--- src/rtl/tpu_pkg.sv ---
// Shared definitions for the output-stationary systolic GEMM engine:
// FSM state encoding, default geometry and the C word-address helper.
package tpu_pkg;

    localparam int TPU_ARR = 4;   // systolic array edge
    localparam int TPU_DW  = 8;   // operand element width
    localparam int TPU_AW  = 32;  // accumulator / C element width
    localparam int TPU_IW  = 16;  // SRAM index width

    typedef enum logic [1:0] {
        IDLE  = 2'd0,
        CALC  = 2'd1,
        WRITE = 2'd2,
        DONE  = 2'd3
    } tpu_state_e;

    // C word for row `row` of output tile (mt, nt): column tiles are laid
    // out as consecutive blocks of M rows.
    function automatic logic [31:0] c_word_index(input logic [31:0] nt,
                                                 input logic [31:0] m,
                                                 input logic [31:0] mt,
                                                 input logic [31:0] row,
                                                 input logic [31:0] arr);
        return nt * m + mt * arr + row;
    endfunction

endpackage

--- src/rtl/tpu_pe.sv ---
// One multiply-accumulate cell of the systolic array. Operands arriving
// from the left (a) and top (b) are multiplied into the accumulator and
// forwarded right/down through one register stage each.
module tpu_pe
    import tpu_pkg::*;
#(
    parameter int DW = TPU_DW,
    parameter int AW = TPU_AW
) (
    input  logic          clk,
    input  logic          rst_n,
    input  logic          i_clr,
    input  logic          i_signed,
    input  logic [DW-1:0] i_a,
    input  logic [DW-1:0] i_b,
    output logic [DW-1:0] o_a,
    output logic [DW-1:0] o_b,
    output logic [AW-1:0] o_acc
);

    logic [AW-1:0] w_ext_a;
    logic [AW-1:0] w_ext_b;
    logic [AW-1:0] w_prod;
    logic [DW-1:0] r_a;
    logic [DW-1:0] r_b;
    logic [AW-1:0] r_acc;

    assign w_ext_a = i_signed ? {{(AW-DW){i_a[DW-1]}}, i_a} : {{(AW-DW){1'b0}}, i_a};
    assign w_ext_b = i_signed ? {{(AW-DW){i_b[DW-1]}}, i_b} : {{(AW-DW){1'b0}}, i_b};
    // Product truncated to AW bits: accumulation wraps modulo 2^AW.
    assign w_prod  = w_ext_a * w_ext_b;

    // Forward operands and accumulate; clear has priority over accumulate.
    always_ff @(posedge clk or negedge rst_n) begin
        if (!rst_n) begin
            r_a   <= '0;
            r_b   <= '0;
            r_acc <= '0;
        end else begin
            r_a <= i_a;
            r_b <= i_b;
            if (i_clr) begin
                r_acc <= '0;
            end else begin
                r_acc <= r_acc + w_prod;
            end
        end
    end

    assign o_a   = r_a;
    assign o_b   = r_b;
    assign o_acc = r_acc;

endmodule

--- src/rtl/tpu_gemm_engine.sv ---
// Output-stationary systolic GEMM engine: C = A x B over tile-packed SRAMs.
// Each tile streams K operand words through an ARR x ARR PE grid, then
// writes up to ARR C rows. Optional macro TPU_SIGNED_EN adds signed_mode,
// selecting two's-complement operands for the job.
module tpu_gemm_engine
    import tpu_pkg::*;
#(
    parameter int ARR = TPU_ARR,
    parameter int DW  = TPU_DW,
    parameter int AW  = TPU_AW,
    parameter int IW  = TPU_IW
) (
    input  logic              clk,
    input  logic              rst_n,
    input  logic              start,
    input  logic [7:0]        K,
    input  logic [7:0]        M,
    input  logic [7:0]        N,
`ifdef TPU_SIGNED_EN
    input  logic              signed_mode,
`endif
    output logic              busy,
    output logic              done,
    output logic [IW-1:0]     a_index,
    input  logic [ARR*DW-1:0] a_data_out,
    output logic              a_wr_en,
    output logic [ARR*DW-1:0] a_data_in,
    output logic [IW-1:0]     b_index,
    input  logic [ARR*DW-1:0] b_data_out,
    output logic              b_wr_en,
    output logic [ARR*DW-1:0] b_data_in,
    output logic              c_wr_en,
    output logic [IW-1:0]     c_index,
    output logic [ARR*AW-1:0] c_data_in,
    output logic [1:0]        dbg_state
);

    localparam int TCW = 16;
    localparam logic [7:0] ARR8 = 8'(ARR);

    tpu_state_e     r_state;
    tpu_state_e     w_state_nxt;
    logic [7:0]     r_k, r_m, r_n;
    logic [7:0]     r_mt_tiles, r_nt_tiles;
    logic [7:0]     r_mt, r_nt, r_row;
    logic [TCW-1:0] r_tc;
    logic           r_rd_vld;
    logic           r_done;
    logic           w_signed;

    logic           w_zero_dim;
    logic [7:0]     w_mt_tiles, w_nt_tiles;
    logic [7:0]     w_rows;
    logic           w_last_calc, w_last_row, w_last_mt, w_last_nt;
    logic           w_reading, w_clr;

    logic [DW-1:0]  w_a_lane [ARR];
    logic [DW-1:0]  w_b_lane [ARR];
    logic [DW-1:0]  w_a_h [ARR][ARR+1];
    logic [DW-1:0]  w_b_v [ARR+1][ARR];
    logic [AW-1:0]  w_acc [ARR][ARR];
    logic [ARR*DW-1:0] w_unused_a, w_unused_b;
    logic           w_unused;

    assign w_zero_dim  = (K == 8'd0) || (M == 8'd0) || (N == 8'd0);
    assign w_mt_tiles  = 8'(({1'b0, M} + 9'(ARR - 1)) / 9'(ARR));
    assign w_nt_tiles  = 8'(({1'b0, N} + 9'(ARR - 1)) / 9'(ARR));
    assign w_last_mt   = (r_mt == r_mt_tiles - 8'd1);
    assign w_last_nt   = (r_nt == r_nt_tiles - 8'd1);
    // The last row tile may be partial; rows beyond M are never written.
    assign w_rows      = w_last_mt ? (r_m - r_mt * ARR8) : ARR8;
    assign w_last_calc = (r_tc == TCW'(r_k) + TCW'(2 * ARR - 1));
    assign w_last_row  = (r_row == w_rows - 8'd1);
    assign w_reading   = (r_state == CALC) && (r_tc < TCW'(r_k));
    assign w_clr       = (r_state == CALC) && (r_tc == '0);

    assign busy      = (r_state != IDLE);
    assign done      = r_done;
    assign dbg_state = r_state;
    assign a_wr_en   = 1'b0;
    assign a_data_in = '0;
    assign b_wr_en   = 1'b0;
    assign b_data_in = '0;

`ifdef TPU_SIGNED_EN
    logic r_signed;

    // Operand signedness is fixed for the whole job at accepted start.
    always_ff @(posedge clk or negedge rst_n) begin
        if (!rst_n) begin
            r_signed <= 1'b0;
        end else if (r_state == IDLE && start) begin
            r_signed <= signed_mode;
        end
    end

    assign w_signed = r_signed;
`else
    assign w_signed = 1'b0;
`endif

    // FSM state register.
    always_ff @(posedge clk or negedge rst_n) begin
        if (!rst_n) begin
            r_state <= IDLE;
        end else begin
            r_state <= w_state_nxt;
        end
    end

    // Next state plus SRAM address / C write strobe decode.
    always_comb begin
        w_state_nxt = r_state;
        a_index     = '0;
        b_index     = '0;
        c_wr_en     = 1'b0;
        c_index     = '0;
        case (r_state)
            IDLE: begin
                if (start) begin
                    w_state_nxt = w_zero_dim ? DONE : CALC;
                end
            end
            CALC: begin
                if (w_reading) begin
                    a_index = IW'(r_mt) * IW'(r_k) + IW'(r_tc);
                    b_index = IW'(r_nt) * IW'(r_k) + IW'(r_tc);
                end
                if (w_last_calc) begin
                    w_state_nxt = WRITE;
                end
            end
            WRITE: begin
                c_wr_en = 1'b1;
                c_index = IW'(c_word_index(32'(r_nt), 32'(r_m), 32'(r_mt),
                                           32'(r_row), 32'(ARR)));
                if (w_last_row) begin
                    w_state_nxt = (w_last_mt && w_last_nt) ? DONE : CALC;
                end
            end
            DONE: begin
                w_state_nxt = IDLE;
            end
            default: begin
                w_state_nxt = IDLE;
            end
        endcase
    end

    // Job latches, tile/cycle/row counters, read-return flag and done pulse.
    always_ff @(posedge clk or negedge rst_n) begin
        if (!rst_n) begin
            r_k        <= '0;
            r_m        <= '0;
            r_n        <= '0;
            r_mt_tiles <= '0;
            r_nt_tiles <= '0;
            r_mt       <= '0;
            r_nt       <= '0;
            r_row      <= '0;
            r_tc       <= '0;
            r_rd_vld   <= 1'b0;
            r_done     <= 1'b0;
        end else begin
            r_rd_vld <= w_reading;
            r_done   <= (r_state == DONE);
            case (r_state)
                IDLE: begin
                    if (start) begin
                        r_k        <= K;
                        r_m        <= M;
                        r_n        <= N;
                        r_mt_tiles <= w_mt_tiles;
                        r_nt_tiles <= w_nt_tiles;
                        r_mt       <= '0;
                        r_nt       <= '0;
                        r_row      <= '0;
                        r_tc       <= '0;
                    end
                end
                CALC: begin
                    if (w_last_calc) begin
                        r_tc  <= '0;
                        r_row <= '0;
                    end else begin
                        r_tc <= r_tc + 1'b1;
                    end
                end
                WRITE: begin
                    if (w_last_row) begin
                        r_row <= '0;
                        if (w_last_nt) begin
                            r_nt <= '0;
                            r_mt <= r_mt + 8'd1;
                        end else begin
                            r_nt <= r_nt + 8'd1;
                        end
                    end else begin
                        r_row <= r_row + 8'd1;
                    end
                end
                default: begin
                end
            endcase
        end
    end

    // Operand lanes: zero except when SRAM data for k = 0..K-1 returns;
    // lane i is delayed by i cycles so wavefronts meet in the grid.
    genvar gi, gr, gc;
    generate
        for (gi = 0; gi < ARR; gi++) begin : g_lane
            assign w_a_lane[gi] = r_rd_vld ? a_data_out[(ARR-1-gi)*DW +: DW] : '0;
            assign w_b_lane[gi] = r_rd_vld ? b_data_out[(ARR-1-gi)*DW +: DW] : '0;
            if (gi == 0) begin : g_nodly
                assign w_a_h[gi][0] = w_a_lane[gi];
                assign w_b_v[0][gi] = w_b_lane[gi];
            end else begin : g_dly
                logic [DW-1:0] r_a_sh [gi];
                logic [DW-1:0] r_b_sh [gi];

                // Skew shift buffer of depth gi for row/column gi.
                always_ff @(posedge clk or negedge rst_n) begin
                    if (!rst_n) begin
                        for (int d = 0; d < gi; d++) begin
                            r_a_sh[d] <= '0;
                            r_b_sh[d] <= '0;
                        end
                    end else begin
                        r_a_sh[0] <= w_a_lane[gi];
                        r_b_sh[0] <= w_b_lane[gi];
                        for (int d = 1; d < gi; d++) begin
                            r_a_sh[d] <= r_a_sh[d-1];
                            r_b_sh[d] <= r_b_sh[d-1];
                        end
                    end
                end

                assign w_a_h[gi][0] = r_a_sh[gi-1];
                assign w_b_v[0][gi] = r_b_sh[gi-1];
            end
            assign w_unused_a[gi*DW +: DW] = w_a_h[gi][ARR];
            assign w_unused_b[gi*DW +: DW] = w_b_v[ARR][gi];
        end

        for (gr = 0; gr < ARR; gr++) begin : g_row
            for (gc = 0; gc < ARR; gc++) begin : g_col
                tpu_pe #(
                    .DW(DW),
                    .AW(AW)
                ) u_pe (
                    .clk     (clk),
                    .rst_n   (rst_n),
                    .i_clr   (w_clr),
                    .i_signed(w_signed),
                    .i_a     (w_a_h[gr][gc]),
                    .i_b     (w_b_v[gr][gc]),
                    .o_a     (w_a_h[gr][gc+1]),
                    .o_b     (w_b_v[gr+1][gc]),
                    .o_acc   (w_acc[gr][gc])
                );
            end
        end
    endgenerate

    // Operands leaving the far edges of the grid are not needed.
    assign w_unused = ^{w_unused_a, w_unused_b, r_n};

    // Select the accumulator row being written; element 0 in the MSBs.
    always_comb begin
        c_data_in = '0;
        if (r_state == WRITE) begin
            for (int r = 0; r < ARR; r++) begin
                if (r_row == 8'(r)) begin
                    for (int j = 0; j < ARR; j++) begin
                        c_data_in[(ARR-1-j)*AW +: AW] = w_acc[r][j];
                    end
                end
            end
        end
    end

endmodule

--- config.mk ---
export PLATFORM = sky130hd
export DESIGN_NAME = tpu_gemm_engine
export DESIGN_NICKNAME = d
export VERILOG_FILES = /design/src/rtl/tpu_pkg.sv /design/src/rtl/tpu_pe.sv /design/src/rtl/tpu_gemm_engine.sv
export SDC_FILE = /design/constraint.sdc
export NUM_CORES = 2
export LEC_CHECK = 0
export BUFFER_PORTS_ARGS = -buffer_cell sky130_fd_sc_hd__buf_2
export CORE_MARGIN = 4
export CORE_UTILIZATION = 48
export CTS_CLUSTER_DIAMETER = 60
export CTS_CLUSTER_SIZE = 14
export DETAILED_ROUTE_END_ITERATION = 8
export GPL_TIMING_DRIVEN = 0
export PLACE_DENSITY = 0.67
export SYNTH_ARGS = -nofsm -noshare
export SYNTH_HDL_FRONTEND = slang
export SYNTH_SLANG_ARGS = --single-unit
--- constraint.sdc ---
create_clock -name clk -period 8.9 [get_ports clk]
set_input_delay 1.335 -clock clk [delete_from_list [all_inputs] [get_ports clk]]
set_output_delay 1.335 -clock clk [all_outputs]
set_load 0.03 [all_outputs]
==> qor.txt <==
Critical Path RT: 7570 ps
PortBufs: 271
Root Buffer: clkbuf_16
H-tree levels: 3
Max Cap Viol: 2
Fillers: 16890
Router iterations before antenna repair: 7
CTS Hold Bufs: 0
Yosys cell types: 80
RD Place Congestion: 0.9501
WS Path Type: flop to output pin
Max clock buf depth: 3
Routed wire length: 266900 um
Worst hold path class: flop to flop
Crit Path Max Fanout: 11
Clock Sink Count: 874
Clock skew: 56.82 ps
CP Launch Type: flop
Post-route clock period utilization: 95.20%
Initial antenna violation count: 20
Period minus WS final: 8472 ps
Tot GR Track Use: 28.03%
Total gr overflow: 0
Die X: 436.6 um
Cells after Synth: 9906
Syn avg cell area: 8.900 sq um
Share of post-route cells with drive strength above 1: 5.724%
First-pass GRT wire length: 419800 um
Full die area: 0.1906 sq mm
FF+latch count, synth: 874
VDD IR max: 0.2548 mV
Worst slew margin: -6.322%
Number of remaining DRC errors: 0
Layout area overhead: 10.05%
Met2 Usage GRT: 46.06%
Vias in the first global route: 73790
Status: complete, but fails checks
CP Capture Type: output pin
Core area: 0.1829 sq mm
Post-synthesis sequential area ratio: 24.81%
TNS Setup: 0 ps
EDFF count, synth: 0
Cell Area, Synth: 0.08816 sq mm
Met1 usage: 36.05%
Ys Warns: 0
Reg2reg end: g_row[0].g_col[0].u_pe.o_acc[20]
Clk pin slew, worst setup/hold paths: 70 ps
Detail Route Antenna Nets: 0
Hold Crit Start: g_lane[3].g_dly.r_b_sh[20]
Clk_lat worst skew: 780 ps
# setup viols final: 0
Final hold violation count: 0
Multi-input logic area: 0.06018 sq mm
# rows: 157
DP HPWL: 215200 um
Pleak: 48.09 nW
I/O pin count: 338
Most used routing layer: met2
Hold Crit Depth: 0
Fmax: 118.0 MHz
Nets: 12190
Unrepaired setup endpoints after global routing: false
Via/cell ratio: 5.595
Worst hold slack: 336.5 ps
Register Area: 0.02187 sq mm
Top_reg_cell synth: dfrtp_1
Met3 usage: 4.422%
Iteration-0 DRC Markers: 5919
Overall Power: 30.72 mW
Reg2reg start: r_rd_vld
Max-slew violations: 22
Worst slew pin tran: 1595 ps
Vias: 72300
Reg2Reg Depth: 27
Largest net degree at the start of global routing: 119
Hold endpoint: g_lane[3].g_dly.r_b_sh[12]
Die span in y: 436.6 um
Failing checks: capacitance limit, slew limit
Reg2reg setup slack: 1150 ps
Worst EP arrival: 7140 ps
CTS tree: done
Starting Density: 48.21%
Cts bufs inserted: 109
Routed WL per cell: 20.65 um
Async SR Flop Fraction: 100.0%
Power per cell area: 316.6 mW/mm^2
-- area by class of cell --
type / instances / area share [%]
clock inverter: 76 / 1.037
timing repair buffer: 281 / 1.684
tap: 2464 / 3.178
clock buffer: 120 / 2.938
antenna: 10 / 0.02579
buffer: 327 / 1.537
inverter: 1299 / 5.026
multi-input combinational: 7471 / 62.03
sequential: 874 / 22.54
-- per-stage QoR --
stage,worst slack (ps),cell area [sq um],util (%),cells
after floorplan,2014,88400,-,9971
after global placement,-13250,92840,50.77,12710
after detailed placement,680.3,93130,50.92,12720
after CTS,353.6,96980,53.03,12910
after global routing,46.38,97000,53.04,12910
final,427.6,97020,53.05,12920
-- synth_stat cells (24+ instances only) --
cell	count	share of area [%]
clkbuf_1	234	1.0
xor2_1	245	2.4
o31ai_1	24	0.20
a22oi_1	33	0.28
o211ai_1	28	0.24
a31oi_1	41	0.29
dfrtp_1	874	25
and3_1	173	1.2
nor2b_1	78	0.55
a21o_1	117	1.0
buf_4	67	0.57
nand2_1	865	3.7
a211oi_1	31	0.26
ha_1	988	14
fa_1	744	17
nor3_1	237	1.3
xnor2_1	368	3.7
a221oi_1	99	0.98
nand4_1	51	0.36
nor2_1	888	3.8
a21boi_0	30	0.26
buf_1	24	0.10
o21ai_0	305	1.7
o21bai_1	95	0.81
nand2b_1	54	0.38
o21a_1	39	0.33
a21oi_1	499	2.8
o41ai_1	33	0.33
and2_1	907	6.4
or3_1	60	0.43
nand3_1	116	0.66
inv_1	1295	5.5
-- placed cells by master (no fill, tap or decap), types with 32 or more instances in the layout --
master,n
a21o_1,117
a21oi_1,499
a221oi_1,99
a22oi_1,33
a31oi_1,41
and2_1,907
and3_1,173
buf_2,272
buf_4,67
clkbuf_1,231
clkbuf_16,110
conb_1,66
dfrtp_1,874
fa_1,744
ha_1,988
inv_1,1295
nand2_1,865
nand2b_1,54
nand3_1,116
nand4_1,51
nor2_1,888
nor2b_1,78
nor3_1,237
o21a_1,39
o21ai_0,305
o21bai_1,95
o41ai_1,32
or3_1,60
xnor2_1,368
xor2_1,245
-- kinds of logic after synthesis --
family	count (synthesis)	share of synthesized area [%]
other	1	0.004254
XOR/XNOR	614	6.115
AND/OR/NAND/NOR	3531	19.75
buffers and inverters	1626	7.211
multiplexers	18	0.2058
AO/OA/AOI/OAI	1510	10.98
flip-flops	874	24.81
adder cells (fa/ha/maj)	1732	30.92
-- power by group --
part | switching (mW) | internal, mW | total, mW
logic | 11.4 | 8.37 | 19.8
registers | 1.01 | 5.14 | 6.15
clock network | 2.10 | 2.66 | 4.76
total | 14.5 | 16.2 | 30.7
-- what timing repair did --
item,4_1_cts,5_1_grt
setup endpoints to repair,0,1
buffers inserted,0,0
gates resized for setup,0,3
-- flip-flops by register name, indices dropped and copies added (netlist names), 8 cells and up --
signal                  flops
r_row                       8
g_lane.g_dly.r_a_sh        48
g_row.g_col.u_pe.o_a       96
g_lane.g_dly.r_b_sh        48
r_m                         8
r_nt                        8
r_tc                       16
r_k                         8
r_mt                        8
g_row.g_col.u_pe.o_acc    512
g_row.g_col.u_pe.o_b       96
-- worst max-delay path: stages, from the launching register on --
cell and delay, ps:
dfrtp_1 360, clkbuf_1 440, clkbuf_1 600, nand2_1 160, fa_1 510, fa_1 510, inv_1 40, ha_1 260
inv_1 50, fa_1 470, inv_1 50, fa_1 480, fa_1 420, a21o_1 170, a21oi_1 250, o21bai_1 90
a21oi_1 240, o21bai_1 90, a21oi_1 210, o21ai_0 190, o41ai_1 360, xnor2_1 120, nor2_1 90, buf_2 220
-- layer usage --
| layer | up-vias | part of all wire, % |
|---|---|---|
| li1 | 33310 | - |
| met1 | 35890 | 41 |
| met2 | 2439 | 47 |
| met3 | 652 | 6.9 |
| met4 | 6 | 5.7 |
| met5 | - | 0.013 |
-- worst max-delay path by stage --
stage	startpoint	end	slack, ps
5_1_grt	r_nt[4]	c_index[15]	50
2_1_floorplan	r_nt[3]	c_index[15]	2010
3_3_place_gp	rst_n	r_k[3]	-13250
4_1_cts	r_nt[3]	c_index[15]	350
3_5_place_dp	a_data_out[29]	g_row[0].g_col[0].u_pe.o_acc[20]	680
6_report	r_nt[4]	c_index[15]	430
Note: power is estimated with default switching activity, not from simulation.
